--- src/rtl/mem_port_arbiter.sv ---
// mem_port_arbiter
//   Two-port (CPU, host) arbiter in front of a single-ported data memory.
//   Each granted request spends exactly one cycle in ACCESS; reads return
//   their data one cycle after the grant. CPU has priority, but the host is
//   guaranteed a slot after STARVE_MAX consecutive CPU grants made while
//   the host was waiting.
//
// Ports
//   CLK, RST                      clock, asynchronous active-high reset
//   cpu_req/rw/addr/wd            CPU request (held stable until cpu_gnt)
//   cpu_gnt, cpu_rvalid, cpu_rd   CPU grant pulse, read-valid pulse, read data
//   host_*                        same set for the host port
//   mem_addr/rw/wd                memory address, write enable, write data
//   mem_rd                        memory combinational read data
//   err                           pulses with gnt for a misaligned request
module mem_port_arbiter #(
  parameter int unsigned STARVE_MAX = 4
) (
  input  logic        CLK,
  input  logic        RST,
  input  logic        cpu_req,
  input  logic        cpu_rw,
  input  logic [31:0] cpu_addr,
  input  logic [31:0] cpu_wd,
  output logic        cpu_gnt,
  output logic        cpu_rvalid,
  output logic [31:0] cpu_rd,
  input  logic        host_req,
  input  logic        host_rw,
  input  logic [31:0] host_addr,
  input  logic [31:0] host_wd,
  output logic        host_gnt,
  output logic        host_rvalid,
  output logic [31:0] host_rd,
  output logic [31:0] mem_addr,
  output logic        mem_rw,
  output logic [31:0] mem_wd,
  input  logic [31:0] mem_rd,
  output logic        err
);

  typedef enum logic {IDLE, ACCESS} state_t;

  localparam logic [3:0] LP_STARVE_MAX = 4'(STARVE_MAX);

  state_t      r_state;
  logic        r_winner_host;
  logic        r_rw;
  logic [3:0]  r_starve_cnt;

  logic        w_host_wins;
  logic        w_sel_rw;
  logic [31:0] w_sel_addr;
  logic [31:0] w_sel_wd;
  logic        w_sel_aligned;

  // Host wins when it is the only requester, or when the CPU has already
  // taken STARVE_MAX grants in a row while the host was waiting.
  assign w_host_wins   = host_req & (~cpu_req | (r_starve_cnt == LP_STARVE_MAX));
  assign w_sel_rw      = w_host_wins ? host_rw   : cpu_rw;
  assign w_sel_addr    = w_host_wins ? host_addr : cpu_addr;
  assign w_sel_wd      = w_host_wins ? host_wd   : cpu_wd;
  assign w_sel_aligned = (w_sel_addr[1:0] == 2'b00);

  always_ff @(posedge CLK or posedge RST) begin
    if (RST) begin
      r_state       <= IDLE;
      r_winner_host <= 1'b0;
      r_rw          <= 1'b0;
      r_starve_cnt  <= 4'd0;
      cpu_gnt       <= 1'b0;
      cpu_rvalid    <= 1'b0;
      cpu_rd        <= 32'd0;
      host_gnt      <= 1'b0;
      host_rvalid   <= 1'b0;
      host_rd       <= 32'd0;
      mem_addr      <= 32'd0;
      mem_rw        <= 1'b0;
      mem_wd        <= 32'd0;
      err           <= 1'b0;
    end else begin
      cpu_rvalid  <= 1'b0;
      host_rvalid <= 1'b0;
      case (r_state)
        IDLE: begin
          if (cpu_req | host_req) begin
            r_state       <= ACCESS;
            r_winner_host <= w_host_wins;
            r_rw          <= w_sel_rw;
            mem_addr      <= w_sel_addr;
            mem_wd        <= w_sel_wd;
            mem_rw        <= w_sel_rw & w_sel_aligned;
            err           <= ~w_sel_aligned;
            cpu_gnt       <= ~w_host_wins;
            host_gnt      <= w_host_wins;
            // Count only CPU wins that made a waiting host lose.
            if (!host_req || w_host_wins)
              r_starve_cnt <= 4'd0;
            else if (r_starve_cnt != LP_STARVE_MAX)
              r_starve_cnt <= r_starve_cnt + 4'd1;
          end
        end
        ACCESS: begin
          r_state  <= IDLE;
          cpu_gnt  <= 1'b0;
          host_gnt <= 1'b0;
          err      <= 1'b0;
          mem_rw   <= 1'b0;
          mem_wd   <= 32'd0;
          if (!r_rw) begin
            // err still flags misalignment here; misaligned reads return 0.
            if (r_winner_host) begin
              host_rd     <= err ? 32'd0 : mem_rd;
              host_rvalid <= 1'b1;
            end else begin
              cpu_rd      <= err ? 32'd0 : mem_rd;
              cpu_rvalid  <= 1'b1;
            end
          end
        end
        default: r_state <= IDLE;
      endcase
    end
  end

endmodule

--- config.mk ---
export PLATFORM = sky130hd
export DESIGN_NAME = mem_port_arbiter
export DESIGN_NICKNAME = d
export VERILOG_FILES = /design/src/rtl/mem_port_arbiter.sv
export SDC_FILE = /design/constraint.sdc
export NUM_CORES = 1
export LEC_CHECK = 0
export ABC_AREA = 1
export BUFFER_PORTS_ARGS = -buffer_cell sky130_fd_sc_hd__buf_2
export CAP_MARGIN = 40
export CORE_AREA = 2 2 118 120
export CTS_BUF_LIST = sky130_fd_sc_hd__clkbuf_8
export CTS_CLUSTER_DIAMETER = 40
export CTS_CLUSTER_SIZE = 14
export DETAILED_ROUTE_END_ITERATION = 16
export DIE_AREA = 0 0 120 122
export PLACE_DENSITY = 0.8
export SLEW_MARGIN = 20
export SYNTH_ARGS = -nofsm -noshare
export SYNTH_HDL_FRONTEND = slang
export SYNTH_SLANG_ARGS = --single-unit
--- constraint.sdc ---
create_clock -name CLK -period 6.2 [get_ports CLK]
set_input_delay 0 -clock CLK [delete_from_list [all_inputs] [get_ports CLK]]
set_output_delay 0 -clock CLK [all_outputs]
set_load 0.02 [all_outputs]
# After elaboration in Yosys (flattened, before gate mapping)
# Index checks and enable logic that the tools add are counted.
[classes] order_cmp=0 n_eq_ne=3 div=0 shift=0 bitwise_logic=10 n_addsub=1 n_mul=0 n_reduce_logical=8 mux=24
[op_table] op="$mux 32" n=4
[op_table] op="$pmux 32 s2" n=1
[op_table] op="$mux 1" n=12
[op_table] op="$pmux 1 s2" n=5
[op_table] op="$reduce_and 3->1" n=3
[op_table] op="$mux 4" n=2
[op_table] op="$not 1->1" n=6
[op_table] op="$add 4x1->4 const B" n=1
[op_table] op="$eq 4x3->1 const B" n=1
[op_table] op="$ne 4x3->1 const B" n=1
[op_table] op="$and 1x1->1" n=2
[op_table] op="$logic_not 2->1" n=1
[op_table] op="$ne 2x2->1 const B" n=1
[op_table] op="$or 1x1->1" n=2
[op_table] op="$reduce_and 2->1" n=1
[op_table] op="$reduce_bool 2->1" n=1
[op_table] op="$logic_not 1->1" n=1
[op_table] op="$logic_or 1x1->1" n=1
[word_totals] wordCells=60 latch_bits=0 reg_bits=141 ram_bits=0 memories=0 romBits=0 input_bits=166

# Logic depth before layout (Yosys ltp)
[logic_depth] word_depth=8 mapped_depth=11 ltp_nobuf=10

# Worst setup path before layout
# OpenSTA, ideal clock, no wires.
[synth_timing] path_type="reg-to-reg" startpoint="register r_starve_cnt[0]" endpoint="register mem_addr[10]" arrival_time_ns=1.484 path_stages_with_launch=10 n_path_buf=2 required_ns=6.123 period_less_slack_ns=1.562 setup_time_ns=0.077 slack_ns=4.638 cell_sequence="dfrtp_1 > inv_1 > ha_1 > nand3_1 > nand2_1 > nand2_1 > buf_2 > buf_2 > a21oi_1 > a21oi_1"
[synth_between] elab_chain_cells=4
[synth_rtl] item="start: declaration" line_no="49" text="logic [3:0] r_starve_cnt;"
[synth_rtl] item="start signal: assignment" line_no="100" text="r_starve_cnt <= r_starve_cnt + 4'd1;"
[synth_rtl] item="$eq 4x3->1" line_no="59" text="assign w_host_wins = host_req & (~cpu_req | (r_starve_cnt == LP_STARVE_MAX));"
[synth_rtl] item="$or 1x1->1" line_no="59"
[synth_rtl] item="$and 1x1->1" line_no="59"
[synth_rtl] item="$mux 32" line_no="61" text="assign w_sel_addr = w_host_wins ? host_addr : cpu_addr;"
[synth_rtl] item="end signal: assignment" line_no="90" text="mem_addr <= w_sel_addr;"
[synth_rtl] item="end: declaration" line_no="35" text="output logic [31:0] mem_addr,"
# Every way passes these cells.
# A chain may end at the register's enable or synchronous reset.

# Worst setup path in the final report
[layout_timing] startpoint="register r_starve_cnt[1]" endpoint="register mem_rw"
[layout_between] elab_chain_cells=8 word_cells_on_any_way=9 cone_classes="1 x eq/ne; 4 x mux; 3 x bitwise; 1 x reduce/logical"
[layout_rtl] item="$eq 4x3->1 *" line_no="59"
[layout_rtl] item="$or 1x1->1 *" line_no="59"
[layout_rtl] item="$and 1x1->1 *" line_no="59"
[layout_rtl] item="$mux 32" line_no="61"
[layout_rtl] item="$logic_not 2->1" line_no="63" text="assign w_sel_aligned = (w_sel_addr[1:0] == 2'b00);"
[layout_rtl] item="$and 1x1->1 *" line_no="92" text="mem_rw <= w_sel_rw & w_sel_aligned;"
[layout_rtl] item="$mux 1 *" line_no="86" text="if (cpu_req | host_req) begin"
[layout_rtl] item="$pmux 1 s2 *" line_no="84" text="case (r_state)"
[layout_rtl] item="end signal: assignment" line_no="92"
[layout_rtl] item="end: declaration" line_no="36" text="output logic mem_rw,"
# Mark *: on every way between the ends. The rest lies on a longest branch, timed or not. The select of a mux whose other input is x is not followed.

==> impl_metrics.tcl <==
set metrics [dict create \
    syn_nets 815 \
    tritoncts.num_buffers 17 \
    nets 1275 \
    powerDensity_nw_per_um2 335 \
    cp_slowest_cell "dlygate4sd3_1" \
    cts_htree_levels 4 \
    antenna_cells 0 \
    ys_seq_area_share_pct 57.4 \
    cts_tree "built" \
    hold_slack_ps -6.41 \
    p_total_mw 3.29 \
    gp_congestion 0.859 \
    grt_pass1_wl_mm 33.4 \
    violations "negative hold slack" \
    post_cts_buffers 0 \
    crit_type "flop to flop" \
    hpwl_mm 12.2 \
    syn-mean-instance-area_um2 9.51 \
    setup_ws_ps 3070 \
    critPathMaxStageDelay_ps 570 \
    place_ws_ps 4100 \
    fin_crit_ps 3130 \
    peakVddDrop_mv 0.176 \
    root_buffer "clkbuf_8" \
    arrival_ps 3470 \
    drv_slew 0 \
    path_cells "inv_1 -> ha_1 -> nand3_1 -> nand2_1 -> nand2_1 -> buf_4 -> nand2_1 -> nand2_1 -> dlygate4sd3_1 -> nor2_1 -> dlygate4sd3_1 -> nand2_1 -> nand2_1" \
    setup_viol 0 \
    syn_to_final_growth_pct 59.9 \
    rows 43 \
    rsz0062_at_grt "no" \
    hp-class "input pin to flop" \
    antenna_found_initial 0 \
    synth-simple-area-share_pct 19.5 \
    synthXorXnorAreaFrac_pct 0.142 \
    clkSlewWorstSetupHoldPaths_ps 100 \
    antenna_left 0 \
    max_freq_mhz 319 \
    muxShareOfSynthArea_pct 11.7 \
    stdcell_area_um2 9830 \
    place_inst 1100 \
    crit_buf_inv 4 \
    crit_fanout 47 \
    p_leak_nw 5.19 \
    syn-cell-area_um2 6150 \
    finalHoldViolCount 1 \
    status "finished, violations left" \
    grt_pass1_vias 6719 \
    fin_cells 1300 \
    grt_max_degree 69 \
    netlist_instances 647 \
    routed_wl_mm 21.5 \
    die_h_um 122 \
    critPathCaptureType "flop" \
    dpl_cell_area_um2 7790 \
    synth-adder-area-share_pct 0.407 \
    drtIter0Drc 536 \
    first_pass_iters 5 \
    synth.distinct_cells 22 \
    relSlewSlack_pct 46.1 \
    finalClockSkew_ps 17.5 \
    portBuffers 299 \
    synth_compound_area_share_pct 5.63 \
    ys_seq_elements 141 \
    clkLatencyLatePin_ps 440 \
    path_common_cell "nand2_1" \
    vias 6557 \
    start_util_pct 45.5 \
    drv_cap 0 \
    critPathTopFamily "buffers and inverters" \
    layout-drive-gt1-share_pct 36.7 \
    io_pins 300 \
    track_usage_pct 29.3 \
    tns_ps 0 \
    die_width_um 120 \
    yosys_warnings 0 \
    cp-start-kind "flop" \
    cts_buffer_depth 2 \
    cp.required_ps 6540 \
    synth_top_family_by_area "simple AND/OR/NAND/NOR gates" \
    die_area_um2 14600 \
    viasPerCell 5.04 \
    wl_per_cell_um 16.5 \
    core-area_um2 13500 \
    tightest_slew_ps 807 \
    grt_overflow 0 \
    drc 0 \
    period_share_pct 50.5 \
    cts.sinks 141 \
]
-- worst paths after layout --
| check | startpoint | to | slack, ps | cells after the start |
|---|---|---|---|---|
| max | r_starve_cnt[1] | mem_rw | 3070 | 13 |
| max reg2reg | r_starve_cnt[1] | mem_rw | 3070 | 13 |
| max in group asynchronous | RST | mem_addr[0] | 4830 | 5 |
| min | host_wd[9] | mem_wd[9] | -6 | 5 |
| min reg2reg | mem_wd[13] | mem_wd[13] | 480 | 2 |
| min in group asynchronous | RST | host_rd[16] | 190 | 3 |
-- cell usage after synthesis --
cell type	number	area, um^2
a21oi_1	61	305
clkbuf_1	10	37.5
dfrtp_1	141	3530
nor3_4	2	32.5
o21ai_0	6	30.0
nor2_4	1	11.3
a21boi_2	1	11.3
nor2_2	2	12.5
nand3_1	37	185
ha_1	2	25.0
nand3b_1	1	7.51
mux2_1	2	22.5
xnor2_1	1	8.76
nand4_1	1	6.26
nor2_1	66	248
inv_1	39	146
inv_2	3	11.3
buf_4	5	37.5
nand2_1	185	694
mux2_2	62	698
buf_2	16	80.1
buf_1	3	11.3
-- cells by family after synthesis --
kind of cell | Yosys count
AO/OA/AOI/OAI | 68
XOR/XNOR | 1
adder cells (fa/ha/maj) | 2
buffers and inverters | 76
flip-flops | 141
multiplexers | 64
AND/OR/NAND/NOR | 295
-- report_power, final --
part	switching, mW	leakage [nW]	internal (mW)
sequential	0.151	1.75	1.18
clock	0.395	0.170	0.289
combinational	0.734	3.26	0.542
-- metrics by stage --
step / hold slack, ps / utilization (%)
CTS: 0.236 / 72.7
finish: -6.41 / 72.8
floorplan: 120 / -
global route: 7.21 / 72.8
detailed placement: 118 / 57.7
global placement: 118 / 57.5
-- routing by layer --
metal	vias to the layer above	track usage [%]	routed length (um)
li1	2999	-	-
met1	3138	33.2	8180
met2	366	51.4	10700
met3	54	8.71	1840
met4	0	13.2	704
met5	-	0	0
-- state kept, by name, summed over array words and instances (netlist names), 4 cells and up --
| register | cells |
|---|---|
| cpu_rd | 32 |
| host_rd | 32 |
| mem_addr | 32 |
| mem_wd | 32 |
| r_starve_cnt | 4 |
-- area by class of cell --
cell class | instances | area (um^2)
Clock buffer | 17 | 234
Clock inverter | 15 | 126
Fill cell | 888 | 3670
Inverter | 42 | 163
Multi-Input combinational cell | 430 | 2310
Sequential cell | 141 | 3530
Tap cell | 180 | 225
Timing Repair Buffer | 475 | 3250
-- worst reg2reg max path, cell delays in order, from the launching register on --
cell and delay [ps]:
dfrtp_1 430, inv_1 60, ha_1 170, nand3_1 160, nand2_1 150, nand2_1 140
buf_4 460, nand2_1 130, nand2_1 80, dlygate4sd3_1 570, nor2_1 40, dlygate4sd3_1 550
nand2_1 60, nand2_1 40
-- what timing repair did --
action | in CTS | in global routing
setup endpoints to repair | 0 | 0
hold buffers | 167 | 1
gates resized for setup | 0 | 0
endpoints found under the hold margin | 197 | 1
-- cell usage in the layout, fill, tap and decap left out --
cell / n
nor2_4: 1
buf_2: 299
nand4_1: 1
clkbuf_8: 17
inv_8: 2
buf_12: 1
nand3_1: 37
mux2_2: 62
clkinv_2: 1
dlygate4sd3_1: 168
clkinvlp_4: 5
ha_1: 2
nand2_1: 185
inv_6: 7
o21ai_0: 6
buf_4: 7
mux2_1: 2
nand3b_1: 1
nor2_2: 2
a21oi_1: 61
a21boi_4: 1
nor2_1: 66
nor3_4: 2
inv_1: 38
inv_2: 3
dfrtp_1: 141
clkinv_4: 1
xnor2_1: 1
Power figures use the tool's default switching activity.
